--- src/rtl/oddpipe_wb_scheduler.sv ---
// Odd-pipe write-back scheduler: delays each accepted result by its unit latency onto one write port.
// Optional operand forwarding is enabled by defining ODDPIPE_WB_FWD_EN.
module oddpipe_wb_scheduler #(
   parameter int DEPTH  = 7,
   parameter int ADDR_W = 7,
   parameter int DATA_W = 128
) (
   input  logic              clock,
   input  logic              reset,
   input  logic              issue_valid,
   output logic              issue_ready,
   input  logic [ADDR_W-1:0] issue_rt_addr,
   input  logic [DATA_W-1:0] issue_rt_value,
   input  logic [3:0]        issue_latency,
   input  logic [2:0]        issue_unit_id,
   input  logic              issue_reg_write,
   input  logic              flush,
   output logic              wb_valid,
   output logic [ADDR_W-1:0] wb_rt_addr,
   output logic [DATA_W-1:0] wb_rt_value,
   output logic [2:0]        wb_unit_id,
   output logic [2:0]        inflight_count,
   output logic              lat_err,
   input  logic [ADDR_W-1:0] fwd_addr,
   output logic              fwd_hit,
   output logic [DATA_W-1:0] fwd_value
);

   localparam logic [3:0] LP_DEPTH = 4'(DEPTH);

   logic              r_live  [1:DEPTH];
   logic [3:0]        r_rem   [1:DEPTH];
   logic [ADDR_W-1:0] r_addr  [1:DEPTH];
   logic [DATA_W-1:0] r_value [1:DEPTH];
   logic [2:0]        r_unit  [1:DEPTH];
   logic              r_rw    [1:DEPTH];

   logic              r_wb_valid;
   logic [ADDR_W-1:0] r_wb_addr;
   logic [DATA_W-1:0] r_wb_value;
   logic [2:0]        r_wb_unit;
   logic              r_lat_err;

   logic [DEPTH:1]    w_coll;
   logic [DEPTH:1]    w_ret;
   logic              w_lat_ok;
   logic              w_ready;
   logic              w_accept;
   logic              w_direct;
   logic              w_sel_found;
   logic              w_sel_rw;
   logic [ADDR_W-1:0] w_sel_addr;
   logic [DATA_W-1:0] w_sel_value;
   logic [2:0]        w_sel_unit;
   logic [2:0]        w_count;

   // A stage with rem == latency would reach zero on the same edge as the new entry.
   genvar gi;
   generate
      for (gi = 1; gi <= DEPTH; gi++) begin : g_stage
         assign w_coll[gi] = r_live[gi] && (r_rem[gi] == issue_latency);
         assign w_ret[gi]  = r_live[gi] && (r_rem[gi] == 4'd1);
      end
   endgenerate

   assign w_lat_ok = (issue_latency != 4'd0) && (issue_latency <= LP_DEPTH);
   assign w_ready  = !reset && !flush && w_lat_ok && !(|w_coll);
   assign w_accept = issue_valid && w_ready;
   assign w_direct = w_accept && (issue_latency == 4'd1);

   always_comb begin
      w_sel_found = 1'b0;
      w_sel_rw    = 1'b0;
      w_sel_addr  = '0;
      w_sel_value = '0;
      w_sel_unit  = '0;
      w_count     = '0;
      if (w_direct) begin
         w_sel_found = 1'b1;
         w_sel_rw    = issue_reg_write;
         w_sel_addr  = issue_rt_addr;
         w_sel_value = issue_rt_value;
         w_sel_unit  = issue_unit_id;
      end
      for (int i = 1; i <= DEPTH; i++) begin
         w_count = w_count + 3'(r_live[i]);
         if (w_ret[i]) begin
            w_sel_found = 1'b1;
            w_sel_rw    = r_rw[i];
            w_sel_addr  = r_addr[i];
            w_sel_value = r_value[i];
            w_sel_unit  = r_unit[i];
         end
      end
   end

   always_ff @(posedge clock or posedge reset) begin
      if (reset) begin
         for (int i = 1; i <= DEPTH; i++) begin
            r_live[i] <= 1'b0;
            r_rem[i]  <= 4'd0;
         end
         r_wb_valid <= 1'b0;
         r_wb_addr  <= '0;
         r_wb_value <= '0;
         r_wb_unit  <= '0;
         r_lat_err  <= 1'b0;
      end else begin
         r_live[1] <= w_accept && !w_direct;
         r_rem[1]  <= issue_latency - 4'd1;
         for (int i = 1; i < DEPTH; i++) begin
            r_live[i+1] <= r_live[i] && !w_ret[i] && !flush;
            r_rem[i+1]  <= r_rem[i] - 4'd1;
         end
         r_wb_valid <= !flush && w_sel_found && w_sel_rw;
         if (!flush && w_sel_found) begin
            r_wb_addr  <= w_sel_addr;
            r_wb_value <= w_sel_value;
            r_wb_unit  <= w_sel_unit;
         end
         if (issue_valid && !w_lat_ok)
            r_lat_err <= 1'b1;
      end
   end

   always_ff @(posedge clock) begin
      r_addr[1]  <= issue_rt_addr;
      r_value[1] <= issue_rt_value;
      r_unit[1]  <= issue_unit_id;
      r_rw[1]    <= issue_reg_write;
      for (int i = 1; i < DEPTH; i++) begin
         r_addr[i+1]  <= r_addr[i];
         r_value[i+1] <= r_value[i];
         r_unit[i+1]  <= r_unit[i];
         r_rw[i+1]    <= r_rw[i];
      end
   end

`ifdef ODDPIPE_WB_FWD_EN
   logic              w_fwd_hit;
   logic [DATA_W-1:0] w_fwd_value;

   // Scan oldest to youngest so the lowest-numbered matching stage wins.
   always_comb begin
      w_fwd_hit   = 1'b0;
      w_fwd_value = '0;
      if (r_wb_valid && (r_wb_addr == fwd_addr)) begin
         w_fwd_hit   = 1'b1;
         w_fwd_value = r_wb_value;
      end
      for (int i = DEPTH; i >= 1; i--) begin
         if (r_live[i] && r_rw[i] && (r_addr[i] == fwd_addr)) begin
            w_fwd_hit   = 1'b1;
            w_fwd_value = r_value[i];
         end
      end
   end

   assign fwd_hit   = w_fwd_hit;
   assign fwd_value = w_fwd_value;
`else
   assign fwd_hit   = 1'b0 & (|fwd_addr);
   assign fwd_value = '0;
`endif

   assign issue_ready    = w_ready;
   assign wb_valid       = r_wb_valid;
   assign wb_rt_addr     = r_wb_addr;
   assign wb_rt_value    = r_wb_value;
   assign wb_unit_id     = r_wb_unit;
   assign inflight_count = w_count;
   assign lat_err        = r_lat_err;

endmodule

--- config.mk ---
export PLATFORM = sky130hd
export DESIGN_NAME = oddpipe_wb_scheduler
export DESIGN_NICKNAME = d
export VERILOG_FILES = /design/src/rtl/oddpipe_wb_scheduler.sv
export SDC_FILE = /design/constraint.sdc
export NUM_CORES = 1
export LEC_CHECK = 0
export CORE_UTILIZATION = 45
export DETAILED_ROUTE_END_ITERATION = 8
export PLACE_DENSITY = 0.66
export SYNTH_ARGS = -nofsm -noshare
export SYNTH_HDL_FRONTEND = slang
export SYNTH_SLANG_ARGS = --single-unit
--- constraint.sdc ---
create_clock -name clock -period 13.9 [get_ports clock]
set_clock_uncertainty 0.2 [all_clocks]
set_input_delay 4.17 -clock clock [delete_from_list [all_inputs] [get_ports clock]]
set_output_delay 4.17 -clock clock [all_outputs]
set_load 0.02 [all_outputs]
==> out/summary.txt, run 1 <==
===========================================================================
Post-CTS repair timing setup buffer count                                 0
Iter 0 DRT Violations                                                 1,483
Port buffer count                                                       290
Total wire length                                                 92,800 um
Post-Route Hold Slack                                                133 ps
Async set or reset register ratio after synthesis                     15.2%
Setup repair after global routing missed its margin                   false
CP Data Arrival Time                                                7030 ps
Outcome                                                           completed
Max FO, Critical Path                                                    10
CTS tree                                                               done
Cells resized by post-CTS repair                                          0
Achievable clock frequency                                         87.8 MHz
Final global-route overflow total                                         0
Flip-flop and latch count after synthesis                             1,148
Total routing usage reported by global routing                        21.5%
Width of the chip                                                    291 um
Number of routed nets with antenna violations                             0
Number of iterations in the first detailed-routing pass                   5
Final setup violation count                                               0
Vias in the first global route                                       25,600
Post-synth EDFFs                                                          0
Area of the die                                                 84,600 um^2
Core outline area                                               82,400 um^2
Worst hold path type                                           flop to flop
Maximum capacitance violations                                            0
Syn Std Cell Area                                               37,600 um^2
Time the worst path needs with I/O delays and setup               11,400 ps
Routed wire per std cell                                            19.7 um
Sequential fraction of the synthesis area                             63.5%
TritonCTS sink count                                                  1,148
Clk slew on worst S/H paths                                           60 ps
Detailed-route DRC error count                                            0
Deepest level of the CTS H-tree                                           3
Slew HR                                                               23.3%
Antenna violations before repair                                         17
Kind of capture point of the worst setup path                  primary output
Average instance area after synthesis                             11.1 um^2
Max VDD drop                                                       0.109 mV
Placer congestion estimate                                            0.769
Total number of nets in the final design                              3,715
Routed vias/inst                                                       5.53
Count of pins on the block boundary                                     427
Path type of the worst setup path                              input pin to primary output
Count of cell types in the netlist                                       47
Final Hold Violating Endpoints                                            0
Maximum number of pins on one net before global-route repair            148
Final period utilization                                              82.0%
Overall die height                                                   291 um
Overall via count from detail_route                                  26,100
Cell area power density                                         155 nW/um^2
Number of hold-repair buffers added at the cts stage                      0
Max-slew violation count                                                  0
Synthesized netlist cell count                                        3,373
Total number of yosys warnings                                            0
CTS buffer count                                                        113
Initial cell density of the core                                      45.6%
Worst Max-Slew Pin Slew                                             1150 ps
Worst EP required                                                   9530 ps
Layout cells sized above 1                                            8.51%
Detailed placer's ending HPWL                                     49,300 um
Rows                                                                    105
Deepest clock path buffer count                                           3
Layout-stage area growth over the synthesis result                    18.0%
Setup TNS                                                              0 ps
Predominant post-synthesis flop cell                           sky130_fd_sc_hd__dfxtp_1
Pleak                                                               17.6 nW
Startpoint type of the worst setup path                           input pin
Wire length of the first global-routing pass                     146,000 um
Insertion delay to the later sink of the worst-skew pair             680 ps
Clock root buffer master                                       sky130_fd_sc_hd__clkbuf_16
===========================================================================
==> metal layers <==
layer  track usage, %  routed length [um]
met5                0                 122
met4             6.63                2250
met3             4.70                5590
met2             33.6               41300
met1             29.6               43500
==> worst max-delay path, cell delays in order <==
cell and delay, ps:
sky130_fd_sc_hd__clkdlybuf4s50_1 810, sky130_fd_sc_hd__inv_1 120, sky130_fd_sc_hd__ha_1 260, sky130_fd_sc_hd__nor2b_1 140
sky130_fd_sc_hd__or4_1 400, sky130_fd_sc_hd__nor4_1 180, sky130_fd_sc_hd__and3_1 220, sky130_fd_sc_hd__clkdlybuf4s50_1 710
==> cells by family (layout without fill, tap and decap cells) <==
kind of cell	Yosys count	count (layout)	synth area share, %
XOR/XNOR	42	42	0.979
buffers and inverters	424	565	6.12
AO/OA/AOI/OAI	1254	1254	23.5
adder cells (fa/ha/maj)	18	18	0.679
flip-flops	1148	1148	63.5
other	1	137	0.00998
AND/OR/NAND/NOR	486	486	5.20
==> final timing paths <==
check                                  from          endpoint  slack (ps)  depth (start not counted)
max                        issue_latency[0]       issue_ready        2500                          8
min                           r_value[1][0]   r_value[1][128]         130                          0
max reg2reg                        r_rem[5]  wb_rt_value[107]        9360                          9
min reg2reg                   r_value[1][0]   r_value[1][128]         130                          0
max in group asynchronous             reset   wb_rt_value[68]        7940                          3
min in group asynchronous             reset           lat_err        4030                          2
==> placed cells by master (no fill, tap or decap), drive strengths merged, types with 6 or more instances in the layout <==
master	n
clkinv	26
and3	7
a22oi	136
o21ai	137
clkbuf	175
bufinv	9
clkdlybuf4s50	290
conb	129
dfrtp	175
inv	32
dfxtp	973
o22ai	272
a21oi	280
xnor2	11
buf	31
nand3	11
ha	14
a221o	136
nor4	6
nand2	147
nor3	13
a211oi	140
o31ai	140
xor2	31
nor2	288
diode	8
==> cells in the mapped netlist (2+ instances only) <==
master	number	area [um^2]
sky130_fd_sc_hd__buf_1	21	78.8
sky130_fd_sc_hd__a211oi_1	140	1050
sky130_fd_sc_hd__nor4_1	5	31.3
sky130_fd_sc_hd__fa_1	4	80.1
sky130_fd_sc_hd__xnor2_1	11	96.3
sky130_fd_sc_hd__a31oi_1	3	18.8
sky130_fd_sc_hd__nor2b_1	2	12.5
sky130_fd_sc_hd__and3_1	7	43.8
sky130_fd_sc_hd__nor3_1	13	65.1
sky130_fd_sc_hd__buf_8	10	150
sky130_fd_sc_hd__a221o_1	136	1360
sky130_fd_sc_hd__o31ai_2	91	1140
sky130_fd_sc_hd__clkbuf_1	169	634
sky130_fd_sc_hd__nand2b_1	5	31.3
sky130_fd_sc_hd__o22ai_1	272	1700
sky130_fd_sc_hd__xor2_1	31	272
sky130_fd_sc_hd__nor2_1	287	1080
sky130_fd_sc_hd__buf_2	58	290
sky130_fd_sc_hd__nand3_1	11	55.1
sky130_fd_sc_hd__o31ai_1	49	368
sky130_fd_sc_hd__a221oi_1	4	35.0
sky130_fd_sc_hd__buf_4	133	998
sky130_fd_sc_hd__a21oi_1	280	1400
sky130_fd_sc_hd__dfxtp_1	973	19500
sky130_fd_sc_hd__o21ai_0	137	686
sky130_fd_sc_hd__inv_1	30	113
sky130_fd_sc_hd__dfrtp_1	175	4380
sky130_fd_sc_hd__nand2_1	147	552
sky130_fd_sc_hd__ha_1	14	175
sky130_fd_sc_hd__a22oi_1	136	1020
sky130_fd_sc_hd__buf_6	3	33.8
==> sequential cells by signal, indices dropped and copies added, names as in the netlist, 3 cells and up <==
name,flops
r_value,896
wb_rt_value,128
r_addr,49
r_rem,28
r_unit,21
r_live,7
r_rw,7
wb_rt_addr,7
wb_unit_id,3
==> layout make-up <==
type	count	area (um^2)
Clock buffer	175	3290
Antenna cell	8	20.0
Clock inverter	39	534
Inverter	30	120
Tap cell	1070	1340
Timing Repair Buffer	321	3160
Multi-Input combinational cell	1929	12000
Sequential cell	1148	23900
Fill cell	7243	38000
==> through the flow <==
step                setup slack (ps)  total power [mW]  instance area, um^2  instances  util, %
CTS                             2550              6.92                44300       4712     53.8
global placement                2530              3.84                40500       4498     49.1
floorplan                       3980              3.76                38100       3501        -
finish                          2500              6.87                44300       4720     53.8
global route                    2400              7.11                44300       4715     53.8
detailed placement              2570              3.84                40500       4498     49.1
==> where the power goes <==
| part | total (mW) | switching, mW | internal, mW | leakage (nW) |
|---|---|---|---|---|
| logic | 0.190 | 0.109 | 0.0809 | 5.11 |
| clock network | 3.09 | 1.29 | 1.81 | 1.87 |
| registers | 3.59 | 0.111 | 3.48 | 10.6 |
| total | 6.87 | 1.51 | 5.36 | 17.6 |
(Power assumes the default switching activity.)
==> inputs of run 2 (changes only) <==
==> constraint.sdc (replaced) <==
create_clock -name clock -period 11.6 [get_ports clock]
set_clock_uncertainty 0.2 [all_clocks]
set_input_delay 3.48 -clock clock [delete_from_list [all_inputs] [get_ports clock]]
set_output_delay 3.48 -clock clock [all_outputs]
set_load 0.02 [all_outputs]
==> run 2 against run 1 <==
  * Flip-flop and latch count is the same
  * Non-clock buffer count grew 1
  * Power grew 20%
  * Sequential power grew 20%
  * Die area is the same
  * Via count shrank 0.30%
  * Critical path depth is the same
  * Worst setup slack lost 910 ps
==> out/summary.txt, run 2 (same netlist as run 1, synthesis figures left out) <==
===========================================================================
Final Cell Area                                                 44,400 um^2
Number of inserted filler cells in the final layout                   7,123
Startpoint type of the worst setup path                           input pin
Worst hold start                                               r_unit[3][2]
Pleak                                                               17.6 nW
Outcome                                                           completed
Number of routed nets with antenna violations                             0
Post-layout worst setup margin                                      1600 ps
Rows                                                                    105
Final global-route overflow total                                         0
Detailed-route DRC error count                                            0
Worst Max-Slew Pin Slew                                             1140 ps
Met1 Track Usage GR                                                   30.1%
Setup repair after global routing missed its margin                   false
Startpoint of the worst register-to-register path                  r_rem[9]
Largest delay contributor family on the critical path          buffers and inverters
Achievable clock frequency                                          100 MHz
Maximum capacitance violations                                            0
Setup TNS                                                              0 ps
Post-CTS repair timing setup buffer count                                 0
Most common cell type on the critical path                     sky130_fd_sc_hd__clkdlybuf4s50_1
Placer congestion estimate                                            0.762
Slew HR                                                               24.2%
CP Data Arrival Time                                                6320 ps
Antenna violations before repair                                         10
Vias in the first global route                                       25,500
Ordered cell list for the critical path                        clkdlybuf4s50_1 > inv_1 > ha_1 > nor2b_1 > or4_1 > nor4_1 > and3_1 > clkdlybuf4s50_1
Cell area power density                                         186 nW/um^2
Width of the chip                                                    291 um
Biggest register                                                    r_value
Buffers and inverters on the worst path                                   3
Pre-CTS setup slack                                                 1620 ps
Max FO, Critical Path                                                    10
Max VDD drop                                                       0.134 mV
Sequential cell area                                            23,900 um^2
Final setup violation count                                               0
Worst hold path type                                           flop to flop
Deepest clock path buffer count                                           3
CTS tree                                                               done
Layout cells sized above 1                                            8.86%
Cells resized by post-CTS repair                                          0
Worst setup startpoint                                         issue_latency[0]
Most common cell after layout, fill and taps aside             sky130_fd_sc_hd__dfxtp_1
Total wire length                                                 92,700 um
Number of hold-repair buffers added at the cts stage                      0
Clk slew on worst S/H paths                                           70 ps
Insertion delay to the later sink of the worst-skew pair             690 ps
Number of flip-flops in the largest register                            896
Clock root buffer master                                       sky130_fd_sc_hd__clkbuf_16
Total routing usage reported by global routing                        21.5%
Total number of nets in the final design                              3,716
Kind of capture point of the worst setup path                  primary output
Routed vias/inst                                                       5.51
Area of the die                                                 84,600 um^2
Footprint of the multi-input gates                              12,000 um^2
Highest-utilization routing layer at the global route stage            met2
TritonCTS sink count                                                  1,148
Slowest cell on crit path                                      sky130_fd_sc_hd__clkdlybuf4s50_1
Number of iterations in the first detailed-routing pass                   5
Cell Area, Placed                                               40,500 um^2
Routed wire per std cell                                            19.7 um
Core outline area                                               82,400 um^2
Count of pins on the block boundary                                     427
Overall via count from detail_route                                  26,000
Max-slew violation count                                                  0
Wire length of the first global-routing pass                     145,000 um
Initial cell density of the core                                      45.6%
Overall die height                                                   291 um
Maximum number of pins on one net before global-route repair            184
CTS buffer count                                                        113
Fraction of met2 tracks used by global routing                        33.8%
Path type of the worst setup path                              input pin to primary output
Detailed placer's ending HPWL                                     49,800 um
Iter 0 DRT Violations                                                 1,527
Post-Route Hold Slack                                                109 ps
Port buffer count                                                       290
Worst stage delay on the critical path                               810 ps
GRT met3 Usage                                                        4.20%
Commonest cells after routing, fill and taps aside             973 x sky130_fd_sc_hd__dfxtp_1, 290 x sky130_fd_sc_hd__clkdlybuf4s50_1, 286 x sky130_fd_sc_hd__nor2_1, 280 x sky130_fd_sc_hd__a21oi_1, 272 x sky130_fd_sc_hd__o22ai_1
Worst EP required                                                   7920 ps
Layout-stage area growth over the synthesis result                    18.2%
Final Hold Violating Endpoints                                            0
Time the worst path needs with I/O delays and setup               10,000 ps
Deepest level of the CTS H-tree                                           3
Final period utilization                                              86.2%
===========================================================================
[run 2: area by class of cell]
type	instances	area share, %
clock buffer	178	7.73
antenna	1	0.00563
clock inverter	38	1.15
tap	1070	3.01
sequential	1148	53.7
multi-input combinational	1929	27.0
inverter	30	0.270
timing repair buffer	322	7.10
[run 2: stage by stage]
step	std cells	total power, mW	utilization (%)
3_3_place_gp	4499	4.60	49.1
2_1_floorplan	3501	4.50	-
5_1_grt	4715	8.55	53.9
4_1_cts	4715	8.34	53.9
3_5_place_dp	4499	4.60	49.1
6_report	4716	8.27	53.9
[run 2: worst paths after layout]
check	end	slack (ps)	depth (start not counted)
worst max-delay path	issue_ready	1600	8
worst min-delay path	r_unit[3][5]	110	0
worst max register to register	wb_rt_value[29]	7100	10
worst min register to register	r_unit[3][5]	110	0
max in group asynchronous	wb_rt_value[105]	6670	3
min in group asynchronous	wb_rt_value[38]	3180	2
[run 2: layer usage]
metal / part of all wire (%) / up-vias / wire length (um)
met5: 0.14 / - / 126
met4: 1.6 / 20 / 1450
met3: 6.2 / 126 / 5790
met2: 45 / 729 / 41700
met1: 47 / 12700 / 43600
li1: - / 12500 / -
[run 2: where the power goes]
part / switching (mW) / internal [mW]
sequential: 0.131 / 4.16
combinational: 0.131 / 0.0974
clock: 1.58 / 2.17
==> inputs of run 3 (changes only) <==
--- a/config.mk
+++ b/config.mk
@@ -5,6 +5,7 @@
 export SDC_FILE = /design/constraint.sdc
 export NUM_CORES = 1
 export LEC_CHECK = 0
+export CORE_MARGIN = 3
 export CORE_UTILIZATION = 45
 export DETAILED_ROUTE_END_ITERATION = 8
 export PLACE_DENSITY = 0.66
==> constraint.sdc (replaced) <==
create_clock -name clock -period 10.45 [get_ports clock]
set_clock_uncertainty 0.2 [all_clocks]
set_input_delay 3.135 -clock clock [delete_from_list [all_inputs] [get_ports clock]]
set_output_delay 3.135 -clock clock [all_outputs]
set_load 0.02 [all_outputs]
==> run 3 against run 2 <==
  * Non-clock buffer count unchanged
  * First-iteration DRC count up 14%
  * Via count up 0.53%
==> out/summary.txt, run 3 (same netlist as run 1, synthesis figures left out) <==
===========================================================================
Setup TNS                                                              0 ps
Layout-stage area growth over the synthesis result                    18.1%
Ordered cell list for the critical path                        clkdlybuf4s50_1 > inv_1 > ha_1 > nor2b_1 > or4_1 > nor4_1 > and3_1 > clkdlybuf4s50_1
Final setup violation count                                               0
Cell Area, Placed                                               40,500 um^2
Time the worst path needs with I/O delays and setup                 9380 ps
Placer congestion estimate                                            0.763
Most common cell after layout, fill and taps aside             sky130_fd_sc_hd__dfxtp_1
Clk slew on worst S/H paths                                           60 ps
Setup repair after global routing missed its margin                   false
Total number of nets in the final design                              3,715
Final Hold Violating Endpoints                                            0
Layout cells sized above 1                                            8.78%
Vias in the first global route                                       25,700
Max FO, Critical Path                                                    10
Port buffer count                                                       290
Wire length of the first global-routing pass                     145,000 um
Maximum number of pins on one net before global-route repair            202
Detailed-route DRC error count                                            0
Total chip power                                                    9.13 mW
Routed vias/inst                                                       5.54
Number of inserted filler cells in the final layout                   7,115
Total routing usage reported by global routing                        20.9%
Overall die height                                                   295 um
Number of flip-flops in the largest register                            896
Worst hold path type                                           flop to flop
Share of the core filled with cells in the final layout               53.8%
Total wire length                                                 93,300 um
Routed wire per std cell                                            19.8 um
Cell area power density                                         206 nW/um^2
Area of the die                                                 87,000 um^2
Post-CTS repair timing setup buffer count                                 0
Buffers and inverters on the worst path                                   3
TritonCTS sink count                                                  1,148
Worst Max-Slew Pin Slew                                             1230 ps
Count of pins on the block boundary                                     427
Final period utilization                                              89.8%
Initial cell density of the core                                      45.6%
Iter 0 DRT Violations                                                 1,744
Pleak                                                               17.6 nW
Commonest cells after routing, fill and taps aside             973 x sky130_fd_sc_hd__dfxtp_1, 290 x sky130_fd_sc_hd__clkdlybuf4s50_1, 286 x sky130_fd_sc_hd__nor2_1, 280 x sky130_fd_sc_hd__a21oi_1, 272 x sky130_fd_sc_hd__o22ai_1
Width of the chip                                                    295 um
Overall via count from detail_route                                  26,100
Deepest clock path buffer count                                           3
Maximum capacitance violations                                            0
Slowest cell on crit path                                      sky130_fd_sc_hd__clkdlybuf4s50_1
Number of hold-repair buffers added at the cts stage                      0
Setup slack on the worst flop-to-flop path                          6090 ps
Number of routed nets with antenna violations                             0
Path type of the worst setup path                              input pin to primary output
Antenna violations before repair                                         11
Worst stage delay on the critical path                               810 ps
Max VDD drop                                                       0.168 mV
Deepest level of the CTS H-tree                                           3
Worst EP required                                                   7120 ps
Kind of capture point of the worst setup path                  primary output
Final Cell Area                                                 44,400 um^2
CTS buffer count                                                        112
Cells resized by post-CTS repair                                          0
Rows                                                                    105
Startpoint type of the worst setup path                           input pin
CTS tree                                                               done
Slew HR                                                               17.8%
CP Data Arrival Time                                                6050 ps
Most common cell type on the critical path                     sky130_fd_sc_hd__clkdlybuf4s50_1
Final global-route overflow total                                         0
Largest delay contributor family on the critical path          buffers and inverters
Number of iterations in the first detailed-routing pass                   5
Max-slew violation count                                                  0
Insertion delay to the later sink of the worst-skew pair             670 ps
Core outline area                                               82,400 um^2
Achievable clock frequency                                          107 MHz
Biggest register                                                    r_value
Clock root buffer master                                       sky130_fd_sc_hd__clkbuf_16
Detailed placer's ending HPWL                                     50,700 um
Outcome                                                           completed
===========================================================================
## run 3: cell count changes in the layout (fill, tap and decap cells not counted), moves of 3 or more
cell	previous run	this run
sky130_fd_sc_hd__clkinv_2	16	22
sky130_fd_sc_hd__clkinv_16	6	2
sky130_fd_sc_hd__clkbuf_8	32	24
sky130_fd_sc_hd__clkinvlp_4	6	3
sky130_fd_sc_hd__diode_2	1	7
## run 3: final timing paths
| path | depth (start not counted) | to | start |
|---|---|---|---|
| worst max-delay path | 8 | issue_ready | issue_latency[0] |
| worst min-delay path | 0 | r_value[2][83] | r_value[1][211] |
| worst max register to register | 7 | wb_rt_value[55] | r_rem[4] |
| worst min register to register | 0 | r_value[2][83] | r_value[1][211] |
| max in group asynchronous | 3 | wb_rt_value[98] | reset |
| min in group asynchronous | 2 | wb_rt_value[126] | reset |
## run 3: power breakdown
group	internal, mW	switching, mW
Combinational	0.108	0.146
Clock	2.39	1.72
Sequential	4.62	0.145
## run 3: layout make-up
cell class                      instances  area (um^2)  share of cell area, %
Clock inverter                         43          509                   1.15
Multi-Input combinational cell       1929        12000                   27.1
Tap cell                             1070         1340                   3.02
Sequential cell                      1148        23900                   53.8
Antenna cell                            7         17.5                 0.0395
Clock buffer                          171         3330                   7.50
Inverter                               30          120                  0.271
Timing Repair Buffer                  322         3180                   7.17
## run 3: metal layers
metal | vias up | track usage, % | wire (um)
met5 | - | 0 | 56
met1 | 12800 | 29.1 | 42900
li1 | 12500 | - | -
met2 | 741 | 33.3 | 42500
met3 | 133 | 4.36 | 6050
met4 | 8 | 5.46 | 1760
## run 3: through the flow
| stage | setup slack, ps | instances | hold slack, ps |
|---|---|---|---|
| finish | 1070 | 4720 | 132 |
| global route | 888 | 4714 | 135 |
| CTS | 1070 | 4713 | 127 |
| detailed placement | 1080 | 4499 | 135 |
| global placement | 1090 | 4499 | 131 |
| floorplan | 2370 | 3501 | 123 |
